--- config.mk ---
export PLATFORM = sky130hd
export DESIGN_NAME = pma_check_pipe
export DESIGN_NICKNAME = d
export VERILOG_FILES = /design/src/rtl/config_pkg.sv /design/src/rtl/pma_check_pipe.sv
export SDC_FILE = /design/constraint.sdc
export NUM_CORES = 1
export LEC_CHECK = 0
export ABC_CLOCK_PERIOD_IN_PS = 15000
export BUFFER_PORTS_ARGS = -buffer_cell sky130_fd_sc_hd__buf_2
export CAP_MARGIN = 20
export CORE_MARGIN = 4
export CORE_UTILIZATION = 52
export DETAILED_ROUTE_END_ITERATION = 16
export GPL_ROUTABILITY_DRIVEN = 0
export PLACE_DENSITY = 0.85
export SETUP_SLACK_MARGIN = 0.5
export SYNTH_ARGS = -nofsm -noshare
export SYNTH_HDL_FRONTEND = slang
export SYNTH_SLANG_ARGS = --single-unit
--- constraint.sdc ---
create_clock -name clk_i -period 15 [get_ports clk_i]
set_input_delay 0.75 -clock clk_i [delete_from_list [all_inputs] [get_ports clk_i]]
set_output_delay 0.75 -clock clk_i [all_outputs]
set_load 0.02 [all_outputs]
--- src/rtl/config_pkg.sv ---
`default_nettype none
// ============================================================================
//  config_pkg
//  Core configuration type. Carries the PMA region rule tables that are
//  consumed by pma_check_pipe.
//  Revision: 1.0
// ============================================================================
package config_pkg;

    localparam int unsigned MAX_PMA_RULES = 16;

    typedef struct packed {
        int unsigned                          NrCachedRegionRules;
        logic [MAX_PMA_RULES-1:0][63:0]       CachedRegionAddrBase;
        logic [MAX_PMA_RULES-1:0][63:0]       CachedRegionLength;
        int unsigned                          NrExecuteRegionRules;
        logic [MAX_PMA_RULES-1:0][63:0]       ExecuteRegionAddrBase;
        logic [MAX_PMA_RULES-1:0][63:0]       ExecuteRegionLength;
        int unsigned                          NrNonIdempotentRules;
        logic [MAX_PMA_RULES-1:0][63:0]       NonIdempotentAddrBase;
        logic [MAX_PMA_RULES-1:0][63:0]       NonIdempotentLength;
    } cva6_cfg_t;

    localparam cva6_cfg_t cva6_cfg_empty = '0;

endpackage
`default_nettype wire

--- src/rtl/pma_check_pipe.sv ---
`default_nettype none
// ============================================================================
//  pma_check_pipe
//  Two-stage pipelined PMA lookup: classifies physical addresses as cacheable,
//  executable and non-idempotent. Optional response statistics counters are
//  enabled by defining PMA_CHECK_STATS_EN.
//  Revision: 1.0
// ============================================================================
module pma_check_pipe #(
    parameter config_pkg::cva6_cfg_t CVA6Cfg = config_pkg::cva6_cfg_empty,
    parameter int unsigned           IdWidth = 4
) (
    input  logic               clk_i,
    input  logic               rst_ni,
    input  logic               flush_i,
    input  logic               req_valid_i,
    output logic               req_ready_o,
    input  logic [63:0]        req_addr_i,
    input  logic [IdWidth-1:0] req_id_i,
    input  logic               req_fetch_i,
    output logic               rsp_valid_o,
    input  logic               rsp_ready_i,
    output logic [63:0]        rsp_addr_o,
    output logic [IdWidth-1:0] rsp_id_o,
    output logic               rsp_cacheable_o,
    output logic               rsp_executable_o,
    output logic               rsp_nonidempotent_o,
    output logic               rsp_exec_fault_o,
    output logic [31:0]        stat_exec_fault_o,
    output logic [31:0]        stat_uncached_o
);

    localparam int MAX_RULES = int'(config_pkg::MAX_PMA_RULES);
    localparam int N_CACHED  = (CVA6Cfg.NrCachedRegionRules  > 16) ? MAX_RULES : int'(CVA6Cfg.NrCachedRegionRules);
    localparam int N_EXEC    = (CVA6Cfg.NrExecuteRegionRules > 16) ? MAX_RULES : int'(CVA6Cfg.NrExecuteRegionRules);
    localparam int N_NONIDEM = (CVA6Cfg.NrNonIdempotentRules > 16) ? MAX_RULES : int'(CVA6Cfg.NrNonIdempotentRules);
    localparam bit EXEC_ALL  = (N_EXEC == 0);

    // ------------------------------------------------------------------
    // Per-rule compare against the incoming address
    // ------------------------------------------------------------------
    logic [MAX_RULES-1:0] cached_ge,  cached_lt;
    logic [MAX_RULES-1:0] exec_ge,    exec_lt;
    logic [MAX_RULES-1:0] nonidem_ge, nonidem_lt;

    // Upper bound is formed in 65 bits so a region ending at 2^64 cannot wrap.
    for (genvar k = 0; k < MAX_RULES; k++) begin : g_rule
        if (k < N_CACHED) begin : g_cached
            assign cached_ge[k] = req_addr_i >= CVA6Cfg.CachedRegionAddrBase[k];
            assign cached_lt[k] = {1'b0, req_addr_i} <
                                  ({1'b0, CVA6Cfg.CachedRegionAddrBase[k]} + {1'b0, CVA6Cfg.CachedRegionLength[k]});
        end else begin : g_cached_off
            assign cached_ge[k] = 1'b0;
            assign cached_lt[k] = 1'b0;
        end

        if (k < N_EXEC) begin : g_exec
            assign exec_ge[k] = req_addr_i >= CVA6Cfg.ExecuteRegionAddrBase[k];
            assign exec_lt[k] = {1'b0, req_addr_i} <
                                ({1'b0, CVA6Cfg.ExecuteRegionAddrBase[k]} + {1'b0, CVA6Cfg.ExecuteRegionLength[k]});
        end else begin : g_exec_off
            assign exec_ge[k] = 1'b0;
            assign exec_lt[k] = 1'b0;
        end

        if (k < N_NONIDEM) begin : g_nonidem
            assign nonidem_ge[k] = req_addr_i >= CVA6Cfg.NonIdempotentAddrBase[k];
            assign nonidem_lt[k] = {1'b0, req_addr_i} <
                                   ({1'b0, CVA6Cfg.NonIdempotentAddrBase[k]} + {1'b0, CVA6Cfg.NonIdempotentLength[k]});
        end else begin : g_nonidem_off
            assign nonidem_ge[k] = 1'b0;
            assign nonidem_lt[k] = 1'b0;
        end
    end

    // ------------------------------------------------------------------
    // Handshake
    // ------------------------------------------------------------------
    logic s1_valid_q;
    logic s2_valid_q;
    logic s1_ready;
    logic s2_ready;
    logic accept;
    logic s2_load;

    assign s2_ready    = ~s2_valid_q | rsp_ready_i;
    assign s1_ready    = ~s1_valid_q | s2_ready;
    assign req_ready_o = s1_ready & ~flush_i;
    assign accept      = req_valid_i & req_ready_o;
    assign s2_load     = s1_valid_q & s2_ready;

    always_ff @(posedge clk_i or negedge rst_ni) begin
        if (!rst_ni) begin
            s1_valid_q <= 1'b0;
            s2_valid_q <= 1'b0;
        end else if (flush_i) begin
            s1_valid_q <= 1'b0;
            s2_valid_q <= 1'b0;
        end else begin
            if (s1_ready) begin
                s1_valid_q <= accept;
            end
            if (s2_ready) begin
                s2_valid_q <= s1_valid_q;
            end
        end
    end

    // ------------------------------------------------------------------
    // Stage 1 datapath
    // ------------------------------------------------------------------
    logic [63:0]          s1_addr_q;
    logic [IdWidth-1:0]   s1_id_q;
    logic                 s1_fetch_q;
    logic [MAX_RULES-1:0] s1_cached_ge_q,  s1_cached_lt_q;
    logic [MAX_RULES-1:0] s1_exec_ge_q,    s1_exec_lt_q;
    logic [MAX_RULES-1:0] s1_nonidem_ge_q, s1_nonidem_lt_q;

    always_ff @(posedge clk_i) begin
        if (accept) begin
            s1_addr_q       <= req_addr_i;
            s1_id_q         <= req_id_i;
            s1_fetch_q      <= req_fetch_i;
            s1_cached_ge_q  <= cached_ge;
            s1_cached_lt_q  <= cached_lt;
            s1_exec_ge_q    <= exec_ge;
            s1_exec_lt_q    <= exec_lt;
            s1_nonidem_ge_q <= nonidem_ge;
            s1_nonidem_lt_q <= nonidem_lt;
        end
    end

    // ------------------------------------------------------------------
    // Stage 2: reduce hits to class flags and register the response
    // ------------------------------------------------------------------
    logic cacheable_d;
    logic executable_d;
    logic nonidem_d;
    logic fault_d;

    // With no execute rules configured, every address is executable.
    assign cacheable_d  = |(s1_cached_ge_q & s1_cached_lt_q);
    assign executable_d = EXEC_ALL | (|(s1_exec_ge_q & s1_exec_lt_q));
    assign nonidem_d    = |(s1_nonidem_ge_q & s1_nonidem_lt_q);
    assign fault_d      = s1_fetch_q & ~executable_d;

    logic [63:0]        rsp_addr_q;
    logic [IdWidth-1:0] rsp_id_q;
    logic               rsp_cacheable_q;
    logic               rsp_executable_q;
    logic               rsp_nonidem_q;
    logic               rsp_fault_q;

    always_ff @(posedge clk_i or negedge rst_ni) begin
        if (!rst_ni) begin
            rsp_addr_q       <= '0;
            rsp_id_q         <= '0;
            rsp_cacheable_q  <= 1'b0;
            rsp_executable_q <= 1'b0;
            rsp_nonidem_q    <= 1'b0;
            rsp_fault_q      <= 1'b0;
        end else if (s2_load) begin
            rsp_addr_q       <= s1_addr_q;
            rsp_id_q         <= s1_id_q;
            rsp_cacheable_q  <= cacheable_d;
            rsp_executable_q <= executable_d;
            rsp_nonidem_q    <= nonidem_d;
            rsp_fault_q      <= fault_d;
        end
    end

    assign rsp_valid_o         = s2_valid_q;
    assign rsp_addr_o          = rsp_addr_q;
    assign rsp_id_o            = rsp_id_q;
    assign rsp_cacheable_o     = rsp_cacheable_q;
    assign rsp_executable_o    = rsp_executable_q;
    assign rsp_nonidempotent_o = rsp_nonidem_q;
    assign rsp_exec_fault_o    = rsp_fault_q;

    // ------------------------------------------------------------------
    // Optional response statistics
    // ------------------------------------------------------------------
`ifdef PMA_CHECK_STATS_EN
    logic [31:0] stat_exec_fault_q;
    logic [31:0] stat_uncached_q;
    logic        rsp_fire;

    assign rsp_fire = s2_valid_q & rsp_ready_i;

    // Counters saturate and survive flush; only reset clears them.
    always_ff @(posedge clk_i or negedge rst_ni) begin
        if (!rst_ni) begin
            stat_exec_fault_q <= '0;
            stat_uncached_q   <= '0;
        end else if (rsp_fire) begin
            if (rsp_fault_q && (stat_exec_fault_q != 32'hFFFF_FFFF)) begin
                stat_exec_fault_q <= stat_exec_fault_q + 32'd1;
            end
            if (!rsp_cacheable_q && (stat_uncached_q != 32'hFFFF_FFFF)) begin
                stat_uncached_q <= stat_uncached_q + 32'd1;
            end
        end
    end

    assign stat_exec_fault_o = stat_exec_fault_q;
    assign stat_uncached_o   = stat_uncached_q;
`else
    assign stat_exec_fault_o = '0;
    assign stat_uncached_o   = '0;
`endif

endmodule
`default_nettype wire

; After elaboration in Yosys (flattened, before gate mapping)
; Index checks and enable logic that the tools add are counted.
[totals]
ff_bits = 139
input_bits = 74
output_inout_bits = 138
[op_classes]
mux = 4
bitwise = 8
reduce_logical = 2
[ops]
columns = op, n
row1 = 1-bit 2-to-1 mux, 4
row2 = 2-bit nonzero test, 2
row3 = 1-bit AND, 3
row4 = 1-bit NOT, 3
row5 = 1-bit bitwise OR, 2

; Logic depth before layout (Yosys ltp)
[logic_depth]
word_depth = 7
ltp_mapped = 5
mapped_depth_nobuf = 3

; Worst setup path after synthesis
; Ideal clock, no wire load.
[synth_timing]
kind = input-to-reg
startpoint = in rsp_ready_i
endpoint = reg s1_addr_q[0] (enable)
setup_ns = 0.593
arrival_time_ns = 5.897
t_required_ns = 14.407
setup_slack_ns = 8.510
stages = 2
path_buffers = 0
path_cell_list = and3b_1 -> nor3b_1
[synth_between]
elab_chain_cells = 4
[synth_rtl]
columns = item, line_no
row1 = "start, declared", pma_check_pipe.sv:22  ; input logic rsp_ready_i,
row2 = 1-bit bitwise OR, pma_check_pipe.sv:86  ; assign s2_ready = ~s2_valid_q | rsp_ready_i;
row3 = 1-bit bitwise OR, pma_check_pipe.sv:87  ; assign s1_ready = ~s1_valid_q | s2_ready;
row4 = 1-bit AND, pma_check_pipe.sv:88  ; assign req_ready_o = s1_ready & ~flush_i;
row5 = 1-bit AND, pma_check_pipe.sv:89  ; assign accept = req_valid_i & req_ready_o;
row6 = via accept, pma_check_pipe.sv:83  ; logic accept;
row7 = "end signal, assigned", pma_check_pipe.sv:121  ; s1_addr_q <= req_addr_i;
row8 = "end, declared", pma_check_pipe.sv:112  ; logic [63:0] s1_addr_q;
; The timed path passes the listed nets, and every way through them passes these cells.
; A chain may end at the register's enable or synchronous reset.

; Worst setup path in the final report
[layout_timing]
startpoint = reg s1_valid_q
endpoint = out req_ready_o
[layout_between]
elab_chain_cells = 3
[layout_rtl]
columns = item, line_no
row1 = "start, declared", pma_check_pipe.sv:79  ; logic s1_valid_q;
row2 = "start signal, assigned", pma_check_pipe.sv:101  ; s1_valid_q <= accept;
row3 = 1-bit NOT, pma_check_pipe.sv:87
row4 = 1-bit bitwise OR, pma_check_pipe.sv:87
row5 = 1-bit AND, pma_check_pipe.sv:88
row6 = "end, declared", pma_check_pipe.sv:17  ; output logic req_ready_o,
; No other way between the ends.

==> flow_summary.ini <==
[status]
status = completed

[routing]
first_pass_iters = 4
drtAntennaViolNets = 0
drcViolationCount = 0
viasPerCell = 4.51
drt-total-wl_um = 9710
drt-initial-drc-count = 130
vias = 2698
routedWlPerCell_um = 16.2

[setup_path]
ff2ff_setup_slack_ps = 13080
start_kind = flip-flop
crit_buf_inv = 1
endpoint_kind = output port
crit_family = flip-flops
path_max_fanout = 3
slowest_delay_ps = 420
critical_path_required_ps = 14250
r2r_cells = 5
critPathKind = flip-flop to output port
path_cells = and3b_1 > nor2_1 > buf_2
critPathSlowestCell = dfrtp_1
reg2reg_to = rsp_addr_o[51]
arrival_ps = 1410
regToRegStartpoint = rsp_valid_o

[floorplan]
fp.dieH_um = 108
initial_utilization_pct = 53.4
die_w_um = 108
ios = 212
die-area_um2 = 11700
core_um2 = 9770
num_rows = 36

[logic_synthesis]
synth_seq_cells = 139
async_reset_ff_share_pct = 51.1
synth_top_area_cell = edfxtp_1
syn_inst = 293
synth_area_per_cell_um2 = 17.8
synth.distinct_cells = 15
synth_top_cell_area_share_pct = 39.1
synthTopCellsByArea = edfxtp_1, dfrtp_1, mux2_2
yosysSeqAreaShare_pct = 73.2
synth_common_cells = buf_4, dfrtp_1, edfxtp_1
synth_most_common_cell = buf_4
yosys_warnings = 0
synth-main-ff-cell = dfrtp_1
netlist_area_um2 = 5220
synth_edf_count = 68

[clock_tree]
cts_tree = done
cts_sinks = 139
clkLatencyLatePin_ps = 500
clk_path_buf_depth = 2
cts_setup_buffers = 0
cts_hold_buf = 0
clkTransAtPathRegs_ps = 60
cts_max_level = 4
cts_buffers = 17
clock-root-buffer = clkbuf_8
post_cts_resized = 0

[power_and_ir_drop]
powerDensity_nw_per_um2 = 156
ir_drop_mv = 0.0938
p_leak_nw = 2.88

[layout]
drive_above_1_share_pct = 51.5
instances_no_fill = 598
area_delta_synth_final_pct = 23.1
fin_nets = 525

[place]
dp_hpwl_um = 6660
dp.cells = 564
port-buffer-count = 143

[global_route]
grt_pass1_wl_um = 14700
grt_max_degree = 72
antenna_found_initial = 0
grtUsageTotal_pct = 17.2
grt_pass1_vias = 2858
grt.overflow.total = 0

[timing]
setup_violations = 0
period_share_pct = 14.4
skew_ps = 9.37
fin_tns_setup_ps = 0
hold_viol_final = 0
rsz0062_at_grt = false
hold_slack_ps = 372
worst_pin_slew_ps = 917
slew-limit-headroom_pct = 38.9
period_needed_ps = 2160
clock.fmax_mhz = 463
slew_violations = 0

[min_path]
holdCritPathClass = input pin to async pin

[flow_run]
max-cap-violations = 0
registers in the layout, summed over array words and instances, names as in the netlist:
register and count:
rsp_addr_o 64, rsp_executable_o 1, rsp_id_o 4, rsp_valid_o 1, s1_addr_q 64, s1_id_q 4
s1_valid_q 1
how the worst max path moves through the flow:
stage,start,end,slack [ps],cells past startpoint
3_5_place_dp,rsp_ready_i,rsp_addr_o[51],12140,4
4_1_cts,rsp_valid_o,rsp_addr_o[51],12510,4
3_3_place_gp,rsp_ready_i,rsp_addr_o[49],12160,4
2_1_floorplan,rsp_ready_i,s1_addr_q[0],8510,2
5_1_grt,s1_valid_q,req_ready_o,12750,3
6_report,s1_valid_q,req_ready_o,12840,3
cells in the final DEF, fill, tap and decap left out, drive strengths merged, types with 2 or more instances in the layout:
master | Yosys | final
clkinvlp | 0 | 2
clkbuf | 0 | 17
mux2 | 68 | 68
edfxtp | 68 | 68
bufinv | 0 | 3
clkinv | 0 | 7
conb | 1 | 67
nor2 | 4 | 4
buf | 74 | 147
inv | 2 | 5
dfrtp | 71 | 71
layout make-up:
type | count | area (µm²)
Inverter | 2 | 7.51
Timing Repair Buffer | 147 | 761
Tap cell | 133 | 166
Fill cell | 688 | 3350
Clock inverter | 15 | 171
Multi-Input combinational cell | 144 | 1080
Antenna cell | 1 | 2.50
Clock buffer | 17 | 414
Sequential cell | 139 | 3820
cells by family after synthesis:
logic type	count (synthesis)	share of synthesized area [%]
buf+inv	76	10.9
mux	68	14.7
flops	139	73.2
compound gates	2	0.408
other cells	1	0.0719
simple gates	7	0.720
metal layers:
metal  routed length [µm]  GRT usage, %
met5                    0             0
met4                   41          5.68
met3                 1190          8.30
met2                 5040          29.2
met1                 3430          19.1
report_power, final:
group / leakage [nW] / total (mW) / internal (mW) / switching, mW
clock: 0.284 / 0.407 / 0.253 / 0.154
combinational: 1.12 / 0.140 / 0.0507 / 0.0894
sequential: 1.47 / 0.457 / 0.440 / 0.0170
total: 2.88 / 1.00 / 0.743 / 0.261
metrics by stage:
stage / setup slack, ps / cell area (µm²) / utilization, % / power, mW
2_1_floorplan: 8510 / 5470 / - / 0.563
3_3_place_gp: 12160 / 5810 / 59.5 / 0.597
3_5_place_dp: 12140 / 5810 / 59.5 / 0.604
4_1_cts: 12510 / 6400 / 65.5 / 1.01
5_1_grt: 12750 / 6420 / 65.7 / 1.05
6_report: 12840 / 6420 / 65.7 / 1.00
Power figures use the tool's default switching activity.
